==> src/rtl/sha2_pkg.sv <==
// sha2_pkg: shared word types, small-sigma rotate/shift amounts and helper
// functions for the SHA-2 message schedule, plus the schedule FSM state type.
package sha2_pkg;

  typedef logic [31:0] sha256_word_t;
  typedef logic [63:0] sha512_word_t;

  // SHA-224/256 small-sigma amounts
  localparam int unsigned Sha256S0Rot0 = 32'd7;
  localparam int unsigned Sha256S0Rot1 = 32'd18;
  localparam int unsigned Sha256S0Shr  = 32'd3;
  localparam int unsigned Sha256S1Rot0 = 32'd17;
  localparam int unsigned Sha256S1Rot1 = 32'd19;
  localparam int unsigned Sha256S1Shr  = 32'd10;

  // SHA-384/512 small-sigma amounts
  localparam int unsigned Sha512S0Rot0 = 32'd1;
  localparam int unsigned Sha512S0Rot1 = 32'd8;
  localparam int unsigned Sha512S0Shr  = 32'd7;
  localparam int unsigned Sha512S1Rot0 = 32'd19;
  localparam int unsigned Sha512S1Rot1 = 32'd61;
  localparam int unsigned Sha512S1Shr  = 32'd6;

  typedef enum logic [0:0] {
    SchedIdle = 1'b0,
    SchedRun  = 1'b1
  } sched_state_e;

  function automatic sha256_word_t sha256_rotr(input sha256_word_t x, input int unsigned n);
    return (x >> n) | (x << (32'd32 - n));
  endfunction

  function automatic sha512_word_t sha512_rotr(input sha512_word_t x, input int unsigned n);
    return (x >> n) | (x << (32'd64 - n));
  endfunction

  function automatic sha256_word_t sha256_s0(input sha256_word_t x);
    return sha256_rotr(x, Sha256S0Rot0) ^ sha256_rotr(x, Sha256S0Rot1) ^ (x >> Sha256S0Shr);
  endfunction

  function automatic sha256_word_t sha256_s1(input sha256_word_t x);
    return sha256_rotr(x, Sha256S1Rot0) ^ sha256_rotr(x, Sha256S1Rot1) ^ (x >> Sha256S1Shr);
  endfunction

  function automatic sha512_word_t sha512_s0(input sha512_word_t x);
    return sha512_rotr(x, Sha512S0Rot0) ^ sha512_rotr(x, Sha512S0Rot1) ^ (x >> Sha512S0Shr);
  endfunction

  function automatic sha512_word_t sha512_s1(input sha512_word_t x);
    return sha512_rotr(x, Sha512S1Rot0) ^ sha512_rotr(x, Sha512S1Rot1) ^ (x >> Sha512S1Shr);
  endfunction

endpackage

==> src/rtl/sha2_small_sigma.sv <==
// sha2_small_sigma: combinational SHA-2 small sigma. Sel=0 gives s0, Sel=1 gives s1;
// WordWidth=64 selects the SHA-384/512 amounts, otherwise SHA-224/256.
module sha2_small_sigma
  import sha2_pkg::*;
#(
  parameter int WordWidth = 32,
  parameter int Sel       = 0
) (
  input  logic [WordWidth-1:0] x_i,
  output logic [WordWidth-1:0] y_o
);

  if (WordWidth == 64) begin : g_sha512
    if (Sel == 0) begin : g_s0
      assign y_o = sha512_s0(x_i);
    end else begin : g_s1
      assign y_o = sha512_s1(x_i);
    end
  end else begin : g_sha256
    if (Sel == 0) begin : g_s0
      assign y_o = sha256_s0(x_i);
    end else begin : g_s1
      assign y_o = sha256_s1(x_i);
    end
  end

endmodule

==> src/rtl/sha2_msg_schedule.sv <==
// sha2_msg_schedule: SHA-2 message-schedule expander. Loads one 16-word block
// into a sliding window and streams W_0..W_{NumRounds-1}, one word per handshake.
// Optional build macro: SHA2_SCHED_BLKCNT_EN adds the blk_cnt_o completed-block counter.
module sha2_msg_schedule
  import sha2_pkg::*;
#(
  parameter int WordWidth = 32,
  parameter int NumRounds = 64
) (
  input  logic                         clk_i,
  input  logic                         rst_ni,
  input  logic                         clear_i,
  input  logic [16*WordWidth-1:0]      blk_i,
  input  logic                         blk_valid_i,
  output logic                         blk_ready_o,
  output logic [WordWidth-1:0]         w_o,
  output logic [$clog2(NumRounds)-1:0] w_idx_o,
  output logic                         w_last_o,
  output logic                         w_valid_o,
  input  logic                         w_ready_i
`ifdef SHA2_SCHED_BLKCNT_EN
  ,
  output logic [31:0]                  blk_cnt_o
`endif
);

  localparam int IdxW = $clog2(NumRounds);
  localparam logic [IdxW-1:0] LastIdx = IdxW'(NumRounds - 1);

  sched_state_e         state_r, state_s;
  logic [WordWidth-1:0] win_r [16];
  logic [IdxW-1:0]      t_r;
  logic [WordWidth-1:0] sig0_s, sig1_s, next_word_s;
  logic                 last_s, blk_fire_s, w_fire_s;

  // s0 taps the word after the current one, s1 the word two before the window end
  sha2_small_sigma #(.WordWidth(WordWidth), .Sel(0)) u_sigma0 (
    .x_i (win_r[1]),
    .y_o (sig0_s)
  );

  sha2_small_sigma #(.WordWidth(WordWidth), .Sel(1)) u_sigma1 (
    .x_i (win_r[14]),
    .y_o (sig1_s)
  );

  assign next_word_s = sig1_s + win_r[9] + sig0_s + win_r[0];
  assign last_s      = (t_r == LastIdx);

  // clear_i cancels any handshake that coincides with it
  assign blk_fire_s  = blk_valid_i & blk_ready_o & ~clear_i;
  assign w_fire_s    = w_valid_o & w_ready_i & ~clear_i;

  // FSM state register
  always_ff @(posedge clk_i or negedge rst_ni) begin
    if (!rst_ni) begin
      state_r <= SchedIdle;
    end else begin
      state_r <= state_s;
    end
  end

  // FSM next state: clear wins, otherwise load on block, leave after last word
  always_comb begin
    state_s = state_r;
    if (clear_i) begin
      state_s = SchedIdle;
    end else begin
      case (state_r)
        SchedIdle: begin
          if (blk_valid_i) state_s = SchedRun;
          else             state_s = SchedIdle;
        end
        SchedRun: begin
          if (w_ready_i && last_s) state_s = SchedIdle;
          else                     state_s = SchedRun;
        end
        default: state_s = SchedIdle;
      endcase
    end
  end

  // FSM outputs: ready for a block only when idle, word valid only when running
  always_comb begin
    blk_ready_o = 1'b0;
    w_valid_o   = 1'b0;
    case (state_r)
      SchedIdle: begin
        blk_ready_o = 1'b1;
        w_valid_o   = 1'b0;
      end
      SchedRun: begin
        blk_ready_o = 1'b0;
        w_valid_o   = 1'b1;
      end
      default: begin
        blk_ready_o = 1'b1;
        w_valid_o   = 1'b0;
      end
    endcase
  end

  // Sliding window: load block big-endian, shift in the expanded word per handshake
  always_ff @(posedge clk_i or negedge rst_ni) begin
    if (!rst_ni) begin
      for (int i = 0; i < 16; i++) win_r[i] <= '0;
    end else if (blk_fire_s) begin
      for (int i = 0; i < 16; i++) win_r[i] <= blk_i[(16-i)*WordWidth-1 -: WordWidth];
    end else if (w_fire_s) begin
      for (int i = 0; i < 15; i++) win_r[i] <= win_r[i+1];
      win_r[15] <= next_word_s;
    end else begin
      for (int i = 0; i < 16; i++) win_r[i] <= win_r[i];
    end
  end

  // Round index: restarts on clear or new block, wraps to zero after the last word
  always_ff @(posedge clk_i or negedge rst_ni) begin
    if (!rst_ni) begin
      t_r <= '0;
    end else if (clear_i || blk_fire_s) begin
      t_r <= '0;
    end else if (w_fire_s) begin
      t_r <= last_s ? '0 : t_r + IdxW'(1);
    end else begin
      t_r <= t_r;
    end
  end

  assign w_o      = win_r[0];
  assign w_idx_o  = t_r;
  assign w_last_o = last_s & (state_r == SchedRun);

`ifdef SHA2_SCHED_BLKCNT_EN
  logic [31:0] blk_cnt_r;

  // Completed-block counter: reset only by rst_ni, wraps naturally
  always_ff @(posedge clk_i or negedge rst_ni) begin
    if (!rst_ni) begin
      blk_cnt_r <= 32'd0;
    end else if (w_fire_s && last_s) begin
      blk_cnt_r <= blk_cnt_r + 32'd1;
    end else begin
      blk_cnt_r <= blk_cnt_r;
    end
  end

  assign blk_cnt_o = blk_cnt_r;
`endif

endmodule

==> config.mk <==
export PLATFORM = sky130hd
export DESIGN_NAME = sha2_msg_schedule
export DESIGN_NICKNAME = d
export VERILOG_FILES = /design/src/rtl/sha2_pkg.sv /design/src/rtl/sha2_small_sigma.sv /design/src/rtl/sha2_msg_schedule.sv
export SDC_FILE = /design/constraint.sdc
export NUM_CORES = 2
export LEC_CHECK = 0
export BUFFER_PORTS_ARGS = -buffer_cell sky130_fd_sc_hd__buf_2
export CORE_AREA = 4 4 399 244
export DETAILED_ROUTE_END_ITERATION = 12
export DIE_AREA = 0 0 403 248
export PLACE_DENSITY = 0.5
export SYNTH_ARGS = -nofsm -noshare
export SYNTH_HDL_FRONTEND = slang
export SYNTH_SLANG_ARGS = --single-unit
export TNS_END_PERCENT = 10
==> constraint.sdc <==
create_clock -name clk_i -period 4.4 [get_ports clk_i]
set_input_delay 0.22 -clock clk_i [delete_from_list [all_inputs] [get_ports clk_i]]
set_output_delay 0.22 -clock clk_i [all_outputs]
set_load 0.1 [all_outputs]
# Word level (Yosys, flattened, before mapping)
# Index checks and enable logic that the tools add are counted.
[classes] add_sub_neg=4 n_eq_ne=1 n_reduce_logical=4 n_bitwise=15 n_mux=11
[op_table] operator="$mux 512" count=2
[op_table] operator="$add 32x32->32" count=3
[op_table] operator="$xor 32x32->32" count=2
[op_table] operator="$or 13x32->32" count=1
[op_table] operator="$or 14x32->32" count=1
[op_table] operator="$or 15x32->32" count=1
[op_table] operator="$or 25x32->32" count=1
[op_table] operator="$xor 32x22->32" count=1
[op_table] operator="$xor 32x29->32" count=1
[op_table] operator="$mux 6" count=3
[op_table] operator="$add 6x1->6 const B" count=1
[op_table] operator="$eq 6x6->1 const B" count=1
[op_table] operator="$pmux 1 s2" count=3
[op_table] operator="$and 1x1->1" count=5
[op_table] operator="$reduce_bool 2->1" count=2
[op_table] operator="$mux 1" count=3
[op_table] operator="$not 1->1" count=2
[op_table] operator="$logic_and 1x1->1" count=1
[op_table] operator="$logic_or 1x1->1" count=1
[word_totals] out_inout_bits=41 reg_bits=519 elab_cells=53 in_bits=517

# Logic depth before layout (Yosys ltp)
[logic_depth] word_depth=8 mapped_depth=15

# By module
# A second synthesis with hierarchy kept.
[hier_totals] cells_unflattened=2828 hier_area_um2=26989.6
[by_module_without_submodules] mod="sha2_msg_schedule" cells_each=2764 area_each_um2=25659.6 n_inst=1
[by_module_without_submodules] mod="sha2_small_sigma (u_sigma0)" cells_each=32 area_each_um2=719.4 n_inst=1
[by_module_without_submodules] mod="sha2_small_sigma (u_sigma1)" cells_each=32 area_each_um2=610.6 n_inst=1

# Worst setup path after synthesis
# No wires, ideal clock.
[synth_timing] path_type="reg-to-output" startpoint="register state_r" endpoint="output port w_last_o" t_required_ns=4.180 setup_slack_ns=0.552 stages_incl_launch_ff=3 arrival_time_ns=3.628 cell_sequence="dfrtp_1 inv_2 nor3_1"
[synth_via] elab_chain_cells=1
[synth_rtl] element="start: declaration" line_no="sha2_msg_schedule.sv:30" source="sched_state_e state_r, state_s;"
[synth_rtl] element="start signal: assignment" line_no="sha2_msg_schedule.sv:57" source="state_r <= SchedIdle;"
[synth_rtl] element="start signal: assignment" line_no="sha2_msg_schedule.sv:59" source="state_r <= state_s;"
[synth_rtl] element="$and 1x1->1" line_no="sha2_msg_schedule.sv:132" source="assign w_last_o = last_s & (state_r == SchedRun);"
[synth_rtl] element="end: declaration" line_no="sha2_msg_schedule.sv:18" source="output logic w_last_o,"
# Every way passes these cells.

# Worst setup path in the final report
[layout_timing] startpoint="register win_r[476] (netlist bit)" endpoint="register win_r[17] (netlist bit)"
[layout_via] elab_chain_cells=7
[layout_rtl] element="start: declaration" line_no="sha2_msg_schedule.sv:31" source="logic [WordWidth-1:0] win_r [16];"
[layout_rtl] element="$or 14x32->32" line_no="sha2_pkg.sv:30" source="return (x >> n) | (x << (32'd32 - n));"
[layout_rtl] element="$xor 32x32->32" line_no="sha2_pkg.sv:38" source="return sha256_rotr(x, Sha256S0Rot0) ^ sha256_rotr(x, Sha256S0Rot1) ^ (x >> Sha256S0Shr);"
[layout_rtl] element="$xor 32x29->32" line_no="sha2_pkg.sv:38"
[layout_rtl] element="$add 32x32->32 (2 in series)" line_no="sha2_msg_schedule.sv:47" source="assign next_word_s = sig1_s + win_r[9] + sig0_s + win_r[0];"
[layout_rtl] element="$mux 512" line_no="sha2_msg_schedule.sv:109" source="end else if (w_fire_s) begin"
[layout_rtl] element="$mux 512" line_no="sha2_msg_schedule.sv:107" source="end else if (blk_fire_s) begin"
# Every way passes these cells. The select of a mux whose other input is x is not followed.
# A chain may end at the register's enable or synchronous reset.

==> run summary <==
Synth Area per Inst - 8.14 µm²
Final Net Count - 4929
Max Cap Violations - 0
Maximum fanout along the worst path - 8
Top Ports - 558
Setup TNS - 0 ps
Gr busiest metal - met2
Input/output buffers - 557
Ys Warns - 0
Worst slew pin tran - 828 ps
Synth async-reset ratio - 100%
Prevailing post-synth register cell - dfrtp_1
Power Internal - 16.5 mW
Peak VDD IR - 0.855 mV
Final cell count without fillers - 5612
NetSw - 17.1 mW
Hold Fails Final Rpt - 0
Total gr overflow - 0
Chip height - 248 µm
Placed insts - 4998
Fmax - 0.243 GHz
Synth cell types - 58
Pwr Density - 867 mW/mm²
H-tree depth - 2
Clock Tree Root - clkbuf_16
DRC - 0
CTS sink cnt - 519
Critical path endpoint category - flop
Reg clk slew, reported paths - 70 ps
Minimum clock period after layout - 4120 ps
Most frequent cells in the layout - nand2_1, buf_2, nor2_1
Die width - 403 µm
Post-Syn Nets - 4042
Final WL - 125000 µm
Worst hold path class - input port to flop
Worst path required time - 4930 ps
Vias in the first global route - 27200
Flop pwr share - 22.7%
Crit Path Class - flop to flop
RSZ-0062 raised after global routing - no
Clock Tree Buf Depth - 3
Routing usage on met1 - 35.8%
Synth Register Bits - 519
Crit start category - flop
Clock Latency Late Sink - 640 ps
Clock network fraction of total power - 14.8%
Inserted Clock Buffers - 54
FP Rows - 87
GRT met3 Usage - 4.40%
Initial core utilization - 29.9%
Initial antenna violation count - 3
Register area share after synthesis - 46.5%
Core Area - 0.0934 mm²
Skew final - 28.0 ps
Setup ws final - 279 ps
Antenna Nets Post-Route - 0
Relative slew slack - 44.8%
Synthesized area - 0.0279 mm²
Mapped Cells - 3431
Switching share of total power - 50.8%
Final core occ - 41.4%
Layout cells sized above 1 - 17.1%
Leak - 17.9 nW
Post-synth EDFFs - 0
Vias - 27800
First-pass GRT wire length - 181000 µm
GRT Util Overall - 24.4%
Post-place setup slack - 346 ps
CP Data Arrival Time - 4650 ps
GR Util met2 - 37.5%
WL/cell - 22.3 µm
Status - complete, no violations
Placer Congestion - 0.926
Synth-to-layout area growth - 38.6%
Drt pass-1 iters - 6
Commonest non-fill, non-tap cell in the layout - nand2_1
Vias per Instance - 4.96
HPWL after DPL - 92900 µm
Largest net degree at the start of global routing - 156
DIE AREA - 0.0999 mm²
CTS tree - done
Combinational power share - 62.5%
Max Slew Vio Count - 0
WHS - 38.8 ps
Final setup violation count - 0
Starting DRT DRC Count - 2731
Final worst-path cycle share - 93.7%
## power groups by stage
stage	registers [mW]	clock network (mW)	logic, mW
2_1_floorplan	6.89	0	14.3
4_1_cts	7.56	5.07	20.8
3_5_place_dp	7.64	0	20.3
3_3_place_gp	7.60	0	20.5
6_report	7.62	4.97	21.0
5_1_grt	7.74	5.27	23.0
## path summary, 6_finish.rpt
check,startpoint,to,slack [ps],cells after the start
worst max-delay path,win_r[476],win_r[17],280,13
worst min-delay path,blk_i[467],win_r[467],40,3
worst max register to register,win_r[476],win_r[17],280,13
worst min register to register,win_r[4],win_r[4],490,2
max in group asynchronous,rst_ni,win_r[232],3030,3
min in group asynchronous,rst_ni,w_idx_o[4],210,2
## cell type report
class | instances | area [µm²]
Fill cell | 9495 | 54700
Multi-Input combinational cell | 2467 | 13000
Sequential cell | 519 | 13000
Timing Repair Buffer | 1148 | 8760
Clock buffer | 80 | 1630
Tap cell | 1246 | 1560
Inverter | 128 | 480
Clock inverter | 22 | 262
Antenna cell | 2 | 5.00
## cells by family (layout without fill, tap and decap cells)
group,Yosys count,in the layout,share of synthesized area [%]
adder cells (fa/ha/maj),94,94,5.88
multiplexers,3,3,0.108
flip-flops,519,519,46.5
other,0,2,0
AO/OA/AOI/OAI,642,642,14.4
XOR/XNOR,142,142,4.45
buffers and inverters,445,1378,6.92
AND/OR/NAND/NOR,1586,1586,21.7
## stage by stage
step           cell area, µm²  power, mW
6_report                38700       33.6
5_1_grt                 38700       36.0
4_1_cts                 38700       33.4
3_5_place_dp            31700       27.9
3_3_place_gp            31700       28.1
2_1_floorplan           27900       21.2
## state kept, by name, indices dropped and copies added (netlist names)
register and count:
win_r 480, w_o 32, w_idx_o 6, state_r 1
## cell usage after synthesis (2+ instances only)
cell,instances,area [µm²]
nand2_1,1013,3800
nor2_1,525,1970
dfrtp_1,519,13000
a31oi_1,494,3090
clkbuf_1,161,604
inv_1,127,477
buf_2,108,541
xnor2_1,72,631
xor2_1,70,613
fa_1,62,1240
a21oi_1,54,270
buf_4,32,240
ha_1,32,400
o21ai_0,28,140
buf_1,15,56.3
a22oi_1,10,75.1
nand4_1,9,56.3
a21o_1,8,60.1
nor3_1,8,40.0
nand3_1,7,35.0
o21ai_1,7,35.0
o22ai_1,6,37.5
o21a_1,4,30.0
o21bai_1,4,30.0
a21boi_0,3,22.5
and3_1,3,18.8
mux2i_1,3,30.0
nand2b_1,3,18.8
o211ai_1,3,22.5
o31ai_1,3,22.5
or2_2,3,18.8
a221o_1,2,20.0
a222oi_1,2,20.0
a311oi_1,2,17.5
and2_1,2,12.5
and3_2,2,15.0
nand3b_1,2,15.0
o221ai_1,2,17.5
or3_1,2,12.5
## per-layer routing
layer / routed length, µm / part of all wire, % / up-vias
met3: 8740 / 7.0 / 143
met5: 13 / 0.010 / -
met2: 55400 / 44 / 952
met4: 2620 / 2.1 / 2
li1: - / - / 13000
met1: 58600 / 47 / 13700
## critical path, cell delays in order, from the launching register on
cell	delay, ps
dfrtp_1	460
xor2_1	190
xnor2_1	310
fa_1	490
fa_1	500
inv_1	50
ha_1	380
and3_1	190
a221o_1	390
a21oi_4	280
a21oi_2	170
o21ba_1	250
o21a_1	180
o31ai_2	170
## timing repair
item	CTS	global route
setup buffers	0	0
hold endpoints to repair	574	0
endpoints found under the setup margin	0	1
resized for setup	0	1
hold buffers	510	0
(Power assumes the default switching activity.)
